## src/rtl/lsu_pkg.sv

```systemverilog
// Shared definitions for the load/store unit: funct3 encodings, FSM states and
// request legality helpers.
package lsu_pkg;

  localparam logic [2:0] F3_B  = 3'b000;
  localparam logic [2:0] F3_H  = 3'b001;
  localparam logic [2:0] F3_W  = 3'b010;
  localparam logic [2:0] F3_BU = 3'b100;
  localparam logic [2:0] F3_HU = 3'b101;

  typedef enum logic [2:0] {
    StIdle,
    StLoad,
    StRmwRd,
    StWrite,
    StResp
  } lsu_state_e;

  // A store funct3 of 3'b011 has no 32-bit meaning either, so it is rejected too.
  function automatic logic f3_illegal(input logic we, input logic [2:0] f3);
    if (we) begin
      return f3[2] | (f3[1:0] == 2'b11);
    end
    return (f3 == 3'b011) | (f3 == 3'b110) | (f3 == 3'b111);
  endfunction

  function automatic logic misaligned(input logic [2:0] f3, input logic [1:0] off);
    case (f3[1:0])
      2'b01:   return off[0];
      2'b10:   return off != 2'b00;
      default: return 1'b0;
    endcase
  endfunction

endpackage

```

## src/rtl/lsu_align.sv

```systemverilog
// Combinational lane handling: extract/extend for loads, byte/half merge for stores.
module lsu_align
  import lsu_pkg::*;
(
  input  logic [2:0]  funct3_i,
  input  logic [1:0]  byte_off_i,
  input  logic [31:0] rd_word_i,
  input  logic [31:0] merge_word_i,
  input  logic [31:0] wdata_i,
  output logic [31:0] load_data_o,
  output logic [31:0] store_word_o
);

  logic [31:0] shifted;
  assign shifted = rd_word_i >> {byte_off_i, 3'b000};

  always_comb begin
    load_data_o = '0;
    case (funct3_i)
      F3_B:    load_data_o = {{24{shifted[7]}}, shifted[7:0]};
      F3_H:    load_data_o = {{16{shifted[15]}}, shifted[15:0]};
      F3_W:    load_data_o = rd_word_i;
      F3_BU:   load_data_o = {24'h0, shifted[7:0]};
      F3_HU:   load_data_o = {16'h0, shifted[15:0]};
      default: load_data_o = '0;
    endcase
  end

  always_comb begin
    store_word_o = merge_word_i;
    case (funct3_i)
      F3_B:    store_word_o[{byte_off_i, 3'b000} +: 8] = wdata_i[7:0];
      F3_H:    store_word_o[{byte_off_i[1], 4'b0000} +: 16] = wdata_i[15:0];
      default: store_word_o = wdata_i;
    endcase
  end

endmodule

```

## src/rtl/load_store_unit.sv

```systemverilog
// Data-memory initiator: turns byte-addressed load/store requests into word accesses,
// with sub-word read-modify-write and error detection.
module load_store_unit
  import lsu_pkg::*;
#(
  parameter int unsigned DepthW = 10
) (
  input  logic        clk_i,
  input  logic        rst_ni,
  input  logic        req_valid_i,
  output logic        req_ready_o,
  input  logic        req_we_i,
  input  logic [2:0]  req_funct3_i,
  input  logic [31:0] req_addr_i,
  input  logic [31:0] req_wdata_i,
  output logic        rsp_valid_o,
  output logic [31:0] rsp_rdata_o,
  output logic        rsp_err_o,
  output logic [31:0] mem_addr_o,
  output logic [31:0] mem_wd_o,
  output logic        mem_rw_o,
  input  logic [31:0] mem_rd_i
);

  lsu_state_e  state_q, state_d;
  logic [31:0] addr_q, addr_d;
  logic [2:0]  funct3_q, funct3_d;
  logic [31:0] wdata_q, wdata_d;
  logic [31:0] merge_q, merge_d;
  logic [31:0] rdata_q, rdata_d;
  logic        err_q, err_d;

  logic [31:0] load_data;
  logic [31:0] store_word;
  logic        req_err;

  assign req_err = f3_illegal(req_we_i, req_funct3_i)
                 | misaligned(req_funct3_i, req_addr_i[1:0])
                 | (|req_addr_i[31:DepthW+2]);

  lsu_align u_align (
    .funct3_i    (funct3_q),
    .byte_off_i  (addr_q[1:0]),
    .rd_word_i   (mem_rd_i),
    .merge_word_i(merge_q),
    .wdata_i     (wdata_q),
    .load_data_o (load_data),
    .store_word_o(store_word)
  );

  always_comb begin
    state_d  = state_q;
    addr_d   = addr_q;
    funct3_d = funct3_q;
    wdata_d  = wdata_q;
    merge_d  = merge_q;
    rdata_d  = rdata_q;
    err_d    = err_q;
    unique case (state_q)
      StIdle: begin
        if (req_valid_i) begin
          addr_d   = req_addr_i;
          funct3_d = req_funct3_i;
          wdata_d  = req_wdata_i;
          rdata_d  = '0;
          err_d    = req_err;
          if (req_err)                        state_d = StResp;
          else if (!req_we_i)                 state_d = StLoad;
          else if (req_funct3_i[1:0] == 2'b10) state_d = StWrite;
          else                                state_d = StRmwRd;
        end
      end
      StLoad: begin
        rdata_d = load_data;
        state_d = StResp;
      end
      StRmwRd: begin
        merge_d = mem_rd_i;
        state_d = StWrite;
      end
      StWrite: state_d = StResp;
      StResp:  state_d = StIdle;
      default: state_d = StIdle;
    endcase
  end

  always_ff @(posedge clk_i or negedge rst_ni) begin
    if (!rst_ni) begin
      state_q  <= StIdle;
      addr_q   <= '0;
      funct3_q <= '0;
      wdata_q  <= '0;
      merge_q  <= '0;
      rdata_q  <= '0;
      err_q    <= 1'b0;
    end else begin
      state_q  <= state_d;
      addr_q   <= addr_d;
      funct3_q <= funct3_d;
      wdata_q  <= wdata_d;
      merge_q  <= merge_d;
      rdata_q  <= rdata_d;
      err_q    <= err_d;
    end
  end

  assign req_ready_o = (state_q == StIdle);
  assign rsp_valid_o = (state_q == StResp);
  assign rsp_err_o   = rsp_valid_o & err_q;
  assign rsp_rdata_o = rsp_valid_o ? rdata_q : '0;
  assign mem_addr_o  = (state_q == StIdle) ? '0 : {2'b00, addr_q[31:2]};
  assign mem_rw_o    = (state_q == StWrite);
  assign mem_wd_o    = mem_rw_o ? store_word : '0;

endmodule

```

## config.mk

```make
export PLATFORM = sky130hd
export DESIGN_NAME = load_store_unit
export DESIGN_NICKNAME = d
export VERILOG_FILES = /design/src/rtl/lsu_pkg.sv /design/src/rtl/lsu_align.sv /design/src/rtl/load_store_unit.sv
export SDC_FILE = /design/constraint.sdc
export NUM_CORES = 1
export LEC_CHECK = 0
export ABC_AREA = 1
export CORE_ASPECT_RATIO = 0.9
export CORE_MARGIN = 4
export CORE_UTILIZATION = 54
export DETAILED_ROUTE_END_ITERATION = 7
export PLACE_DENSITY = 0.87
export SYNTH_ARGS = -nofsm -noshare
export SYNTH_HDL_FRONTEND = slang
export SYNTH_SLANG_ARGS = --single-unit
```

## constraint.sdc

```tcl
create_clock -name clk_i -period 5.4 [get_ports clk_i]
set_clock_uncertainty 0.15 [all_clocks]
set_input_delay 1.08 -clock clk_i [delete_from_list [all_inputs] [get_ports clk_i]]
set_output_delay 1.08 -clock clk_i [all_outputs]
set_load 0.05 [all_outputs]
```

==> results.md <==
Status:
- The run finished with clean final reports.

Synthesis:
- The share of the synthesized area in compound gates (AO/OA/AOI/OAI) is 0.148.
- Among all flip-flop cells after synthesis, the most frequent one is sky130_fd_sc_hd__dfrtp_1.
- The fraction of synthesized area in multiplexers is 0.
- The distinct cell type count after synthesis is 34.
- The share of Yosys cell area claimed by the top area cell type is 0.427.
- The number of instances in the synthesized netlist is 1131.
- Yosys attributes the largest share of cell area to sky130_fd_sc_hd__dfrtp_1 43%, sky130_fd_sc_hd__nand2_1 18%, sky130_fd_sc_hd__inv_1 6.7%, sky130_fd_sc_hd__o21ai_0 6.6%, sky130_fd_sc_hd__nor2_1 5.8%.
- The share of the Yosys chip area taken by registers is 0.427.
- Of the total synthesized cell area, the portion taken by XOR and XNOR cells is 0.
- The flip-flop and latch count after synthesis is 135.
- For this run, asynchronously set or reset flops after synthesis account for 1.00.
- Of all cell types, the one taking the most synthesized area is sky130_fd_sc_hd__dfrtp_1.
- Of the total synthesized cell area, the portion taken by full adders, half adders and majority gates is 0.0127.
- The number of synthesis warnings is 0.
- The number of flops mapped to enable cells by yosys is 0.
- The synthesized-area fraction occupied by and/or/nand/nor cells is 0.296.
- The cell area that synthesis handed to floorplanning was 7910 um2.
- In this run the mean area of a mapped cell was 6.99 um2.
- The largest family of logic cells by synthesized area is simple AND/OR/NAND/NOR gates.

Global routing:
- The layer flagged by global routing as most heavily used is met2.
- Across every metal layer, demand over resource in global routing totals 0.290.
- In the global route stage, met1 resource usage came out at 0.388.
- The fraction of met2 tracks used by global routing is 0.463.
- Entering global routing, the biggest net connects 136 pins.
- The first-pass GRT wire length is 37.9 mm.
- The initial antenna violation count was 0.
- The via count of the first global-routing pass is 7619.
- The met3 usage in global routing is 0.0705.
- The global-route congestion overflow total is 0.

CTS:
- In this run the deepest clock path goes through 2 buffers.
- The number of instances resized during post-cts repair is 0.
- For this design, the CTS-stage hold fixing added 0 buffers.
- After clock tree synthesis, the clock-pin slew on the worst setup and hold paths is 0.06 ns.
- The number of buffers added by the clock tree synthesis step is 17.
- The clock latency reported for the late side of the worst-skew pair is 0.42 ns.
- The count of clock tree sinks is 135.
- CTS built an H-tree with a depth of 4.
- TritonCTS built the clock tree.
- The tree is rooted in a sky130_fd_sc_hd__clkbuf_16.
- Once the clock tree was built, the setup fixing pass inserted 0 buffers.

Power and ir drop:
- The share of total power in the clock network is 0.218.
- Of the total power, registers draw 0.296.
- Summed over all cells, the static leakage comes to 0.00508 uW.
- Power spread over the standard cell area amounts to 490 nW/um2.
- Of the total power, the share spent switching nets is 0.469.
- The power share of the combinational group is 0.486.
- The maximum resistive drop on vdd is 0.438 mV.
- The switching power total is 2400 uW.
- Internal power comes to 2720 uW.

Route:
- In this run the remaining antenna-violating nets after routing total 0.
- The number of optimization iterations in the first detailed-route pass is 5.
- The wire length reported by the detailed router is 23.9 mm.
- The number of violations reported at the end of detailed-routing iteration 0 is 668.
- The post-detailed-route DRC marker count is 0.
- The total via count in the routed design is 7785.
- The mean routed wirelength per cell is 15.8 um.
- The mean number of vias per cell is 5.17.

Hold path:
- The path class of the lowest-slack min-delay path is flip-flop to flip-flop.

Die:
- The top-level I/O count is 203.
- The number of placement rows is 41.
- The floorplan step set the die height to 123 um.
- The die covers 16600 um2.
- The width of the chip is 136 um.
- The total area inside the core boundary comes to 14200 um2.
- The initial standard-cell utilization of the core is 0.557.

Layout:
- The relative area change from synthesis to final layout is 31.9%.
- Of the cells placed in the final design, the portion with a size suffix greater than 1 is 0.0647.
- In the layout the commonest cells are 381 x sky130_fd_sc_hd__nand2_1, 199 x sky130_fd_sc_hd__clkdlybuf4s50_1, 141 x sky130_fd_sc_hd__inv_1, 135 x sky130_fd_sc_hd__dfrtp_1, 123 x sky130_fd_sc_hd__nor2_1.
- The net count reported at finish is 1411.
- The diode insertion count for antenna repair is 0.
- The finished cells cover 10400 um2.
- The library cell used most frequently in the layout, excluding fill and tap cells, is sky130_fd_sc_hd__nand2_1.

Timing:
- The final-layout worst hold slack is 0.330 ns.
- Timing would allow up to 207 MHz.
- Setup repair after global routing left no endpoint under its margin.
- After routing, the total negative slack on setup checks comes to 0 ns.
- The number of hold-slack violations in the final timing report is 0.
- Of the available clock period, the critical path in the final layout requires 0.894.
- At the pin with the least slew margin, the transition time is 1.15 ns.
- The clock period could shrink to 4.83 ns.
- The final count of pins violating max slew is 0.
- Headroom to the max-slew limit came out at 0.233.
- The number of setup violations in the final report is 0.

Placement:
- The post-place instance area is 9870 um2.
- The final HPWL from detailed placement is 17.5 mm.
- At the end of routability-driven placement, the weighted congestion stood at 0.972.
- The number of input and output port buffers inserted is 200.

Worst setup path:
- STA classifies the critical path startpoint as a flip-flop.
- Data arrives at the worst endpoint at 3.60 ns.
- For the worst setup path, the data required time is 4.17 ns.
- The worst setup path is of the flip-flop to output pin kind.
- The worst setup path is captured at an output pin.
- The largest fanout on the critical path is 22.

Run:
- The count of maximum capacitance violations is 0.
path summary, 6_finish.rpt:
| path | cells past startpoint | from | slack, ns | endpoint |
|---|---|---|---|---|
| worst min register to register | 2 | wdata_q[23] | 0.33 | wdata_q[23] |
| max in group asynchronous | 2 | rst_ni | 3.96 | rdata_q[20] |
| worst max-delay path | 8 | addr_q[1] | 0.57 | mem_wd_o[6] |
| min in group asynchronous | 2 | rst_ni | 0.59 | wdata_q[22] |
| worst min-delay path | 2 | wdata_q[23] | 0.33 | wdata_q[23] |
| worst max register to register | 9 | state_q[1] | 2.14 | wdata_q[6] |
area by class of cell:
class	count	area, um2
Sequential cell	135	3380
Clock buffer	20	447
Tap cell	193	241
Clock inverter	12	116
Fill cell	1161	3780
Timing Repair Buffer	206	2060
Multi-Input combinational cell	789	3620
Inverter	151	572
worst max-delay path, stage by stage, from the launching register on:
cell and delay, ns:
sky130_fd_sc_hd__dfrtp_1 0.67, sky130_fd_sc_hd__inv_2 0.34, sky130_fd_sc_hd__ha_1 0.43, sky130_fd_sc_hd__clkinv_1 0.17
sky130_fd_sc_hd__nand3_1 0.16, sky130_fd_sc_hd__a21oi_4 0.30, sky130_fd_sc_hd__nand2_1 0.09, sky130_fd_sc_hd__a21oi_1 0.17
sky130_fd_sc_hd__clkdlybuf4s50_1 0.83
power by group through the flow:
| stage | logic, uW | registers [uW] | clock network (uW) |
|---|---|---|---|
| floorplan | 1890 | 1450 | 0 |
| global placement | 2420 | 1520 | 0 |
| detailed placement | 2460 | 1520 | 0 |
| CTS | 2470 | 1510 | 1130 |
| global route | 2750 | 1540 | 1170 |
| finish | 2480 | 1510 | 1120 |
stage by stage:
step / instances / util / total power (uW) / setup WS, ns
after floorplan: 1132 / - / 3340 / 1.68
after global placement: 1474 / 0.694 / 3930 / 1.17
after detailed placement: 1474 / 0.694 / 3970 / 1.05
after CTS: 1506 / 0.734 / 5110 / 0.595
after global routing: 1506 / 0.734 / 5470 / 0.350
final: 1506 / 0.734 / 5110 / 0.575
per-layer routing:
metal / wire, um / vias to the layer above / part of all wire
met4: 663 / 0 / 0.028
met1: 10000 / 3564 / 0.42
li1: - / 3846 / -
met2: 11300 / 327 / 0.47
met3: 1830 / 48 / 0.077
met5: 0 / - / 0
registers in the layout, summed over array words and instances, names as in the netlist:
name,count
wdata_q,32
merge_q,32
addr_q,32
funct3_q,3
err_q,1
state_q,3
rdata_q,32
kinds of logic (layout without fill, tap and decap cells):
family / count (synthesis) / count (layout)
simple gates: 579 / 579
buf+inv: 208 / 389
compound gates: 200 / 200
flops: 135 / 135
fa+ha+maj: 8 / 8
other cells: 1 / 2
cell usage after synthesis, types with 2 or more instances:
library cell / instances
sky130_fd_sc_hd__nor2_1: 123
sky130_fd_sc_hd__nand2_1: 381
sky130_fd_sc_hd__nand2_4: 2
sky130_fd_sc_hd__o21ai_2: 21
sky130_fd_sc_hd__nand2_2: 5
sky130_fd_sc_hd__o211ai_1: 20
sky130_fd_sc_hd__buf_6: 8
sky130_fd_sc_hd__nor2_2: 2
sky130_fd_sc_hd__o21ai_1: 5
sky130_fd_sc_hd__nand3_1: 59
sky130_fd_sc_hd__inv_2: 8
sky130_fd_sc_hd__dfrtp_1: 135
sky130_fd_sc_hd__inv_1: 141
sky130_fd_sc_hd__buf_4: 7
sky130_fd_sc_hd__nor2_4: 3
sky130_fd_sc_hd__o21ai_4: 2
sky130_fd_sc_hd__buf_2: 26
sky130_fd_sc_hd__o21ai_0: 105
sky130_fd_sc_hd__ha_1: 8
sky130_fd_sc_hd__clkbuf_1: 14
sky130_fd_sc_hd__a21oi_1: 43
No activity file was read; power rests on OpenSTA's default activity.
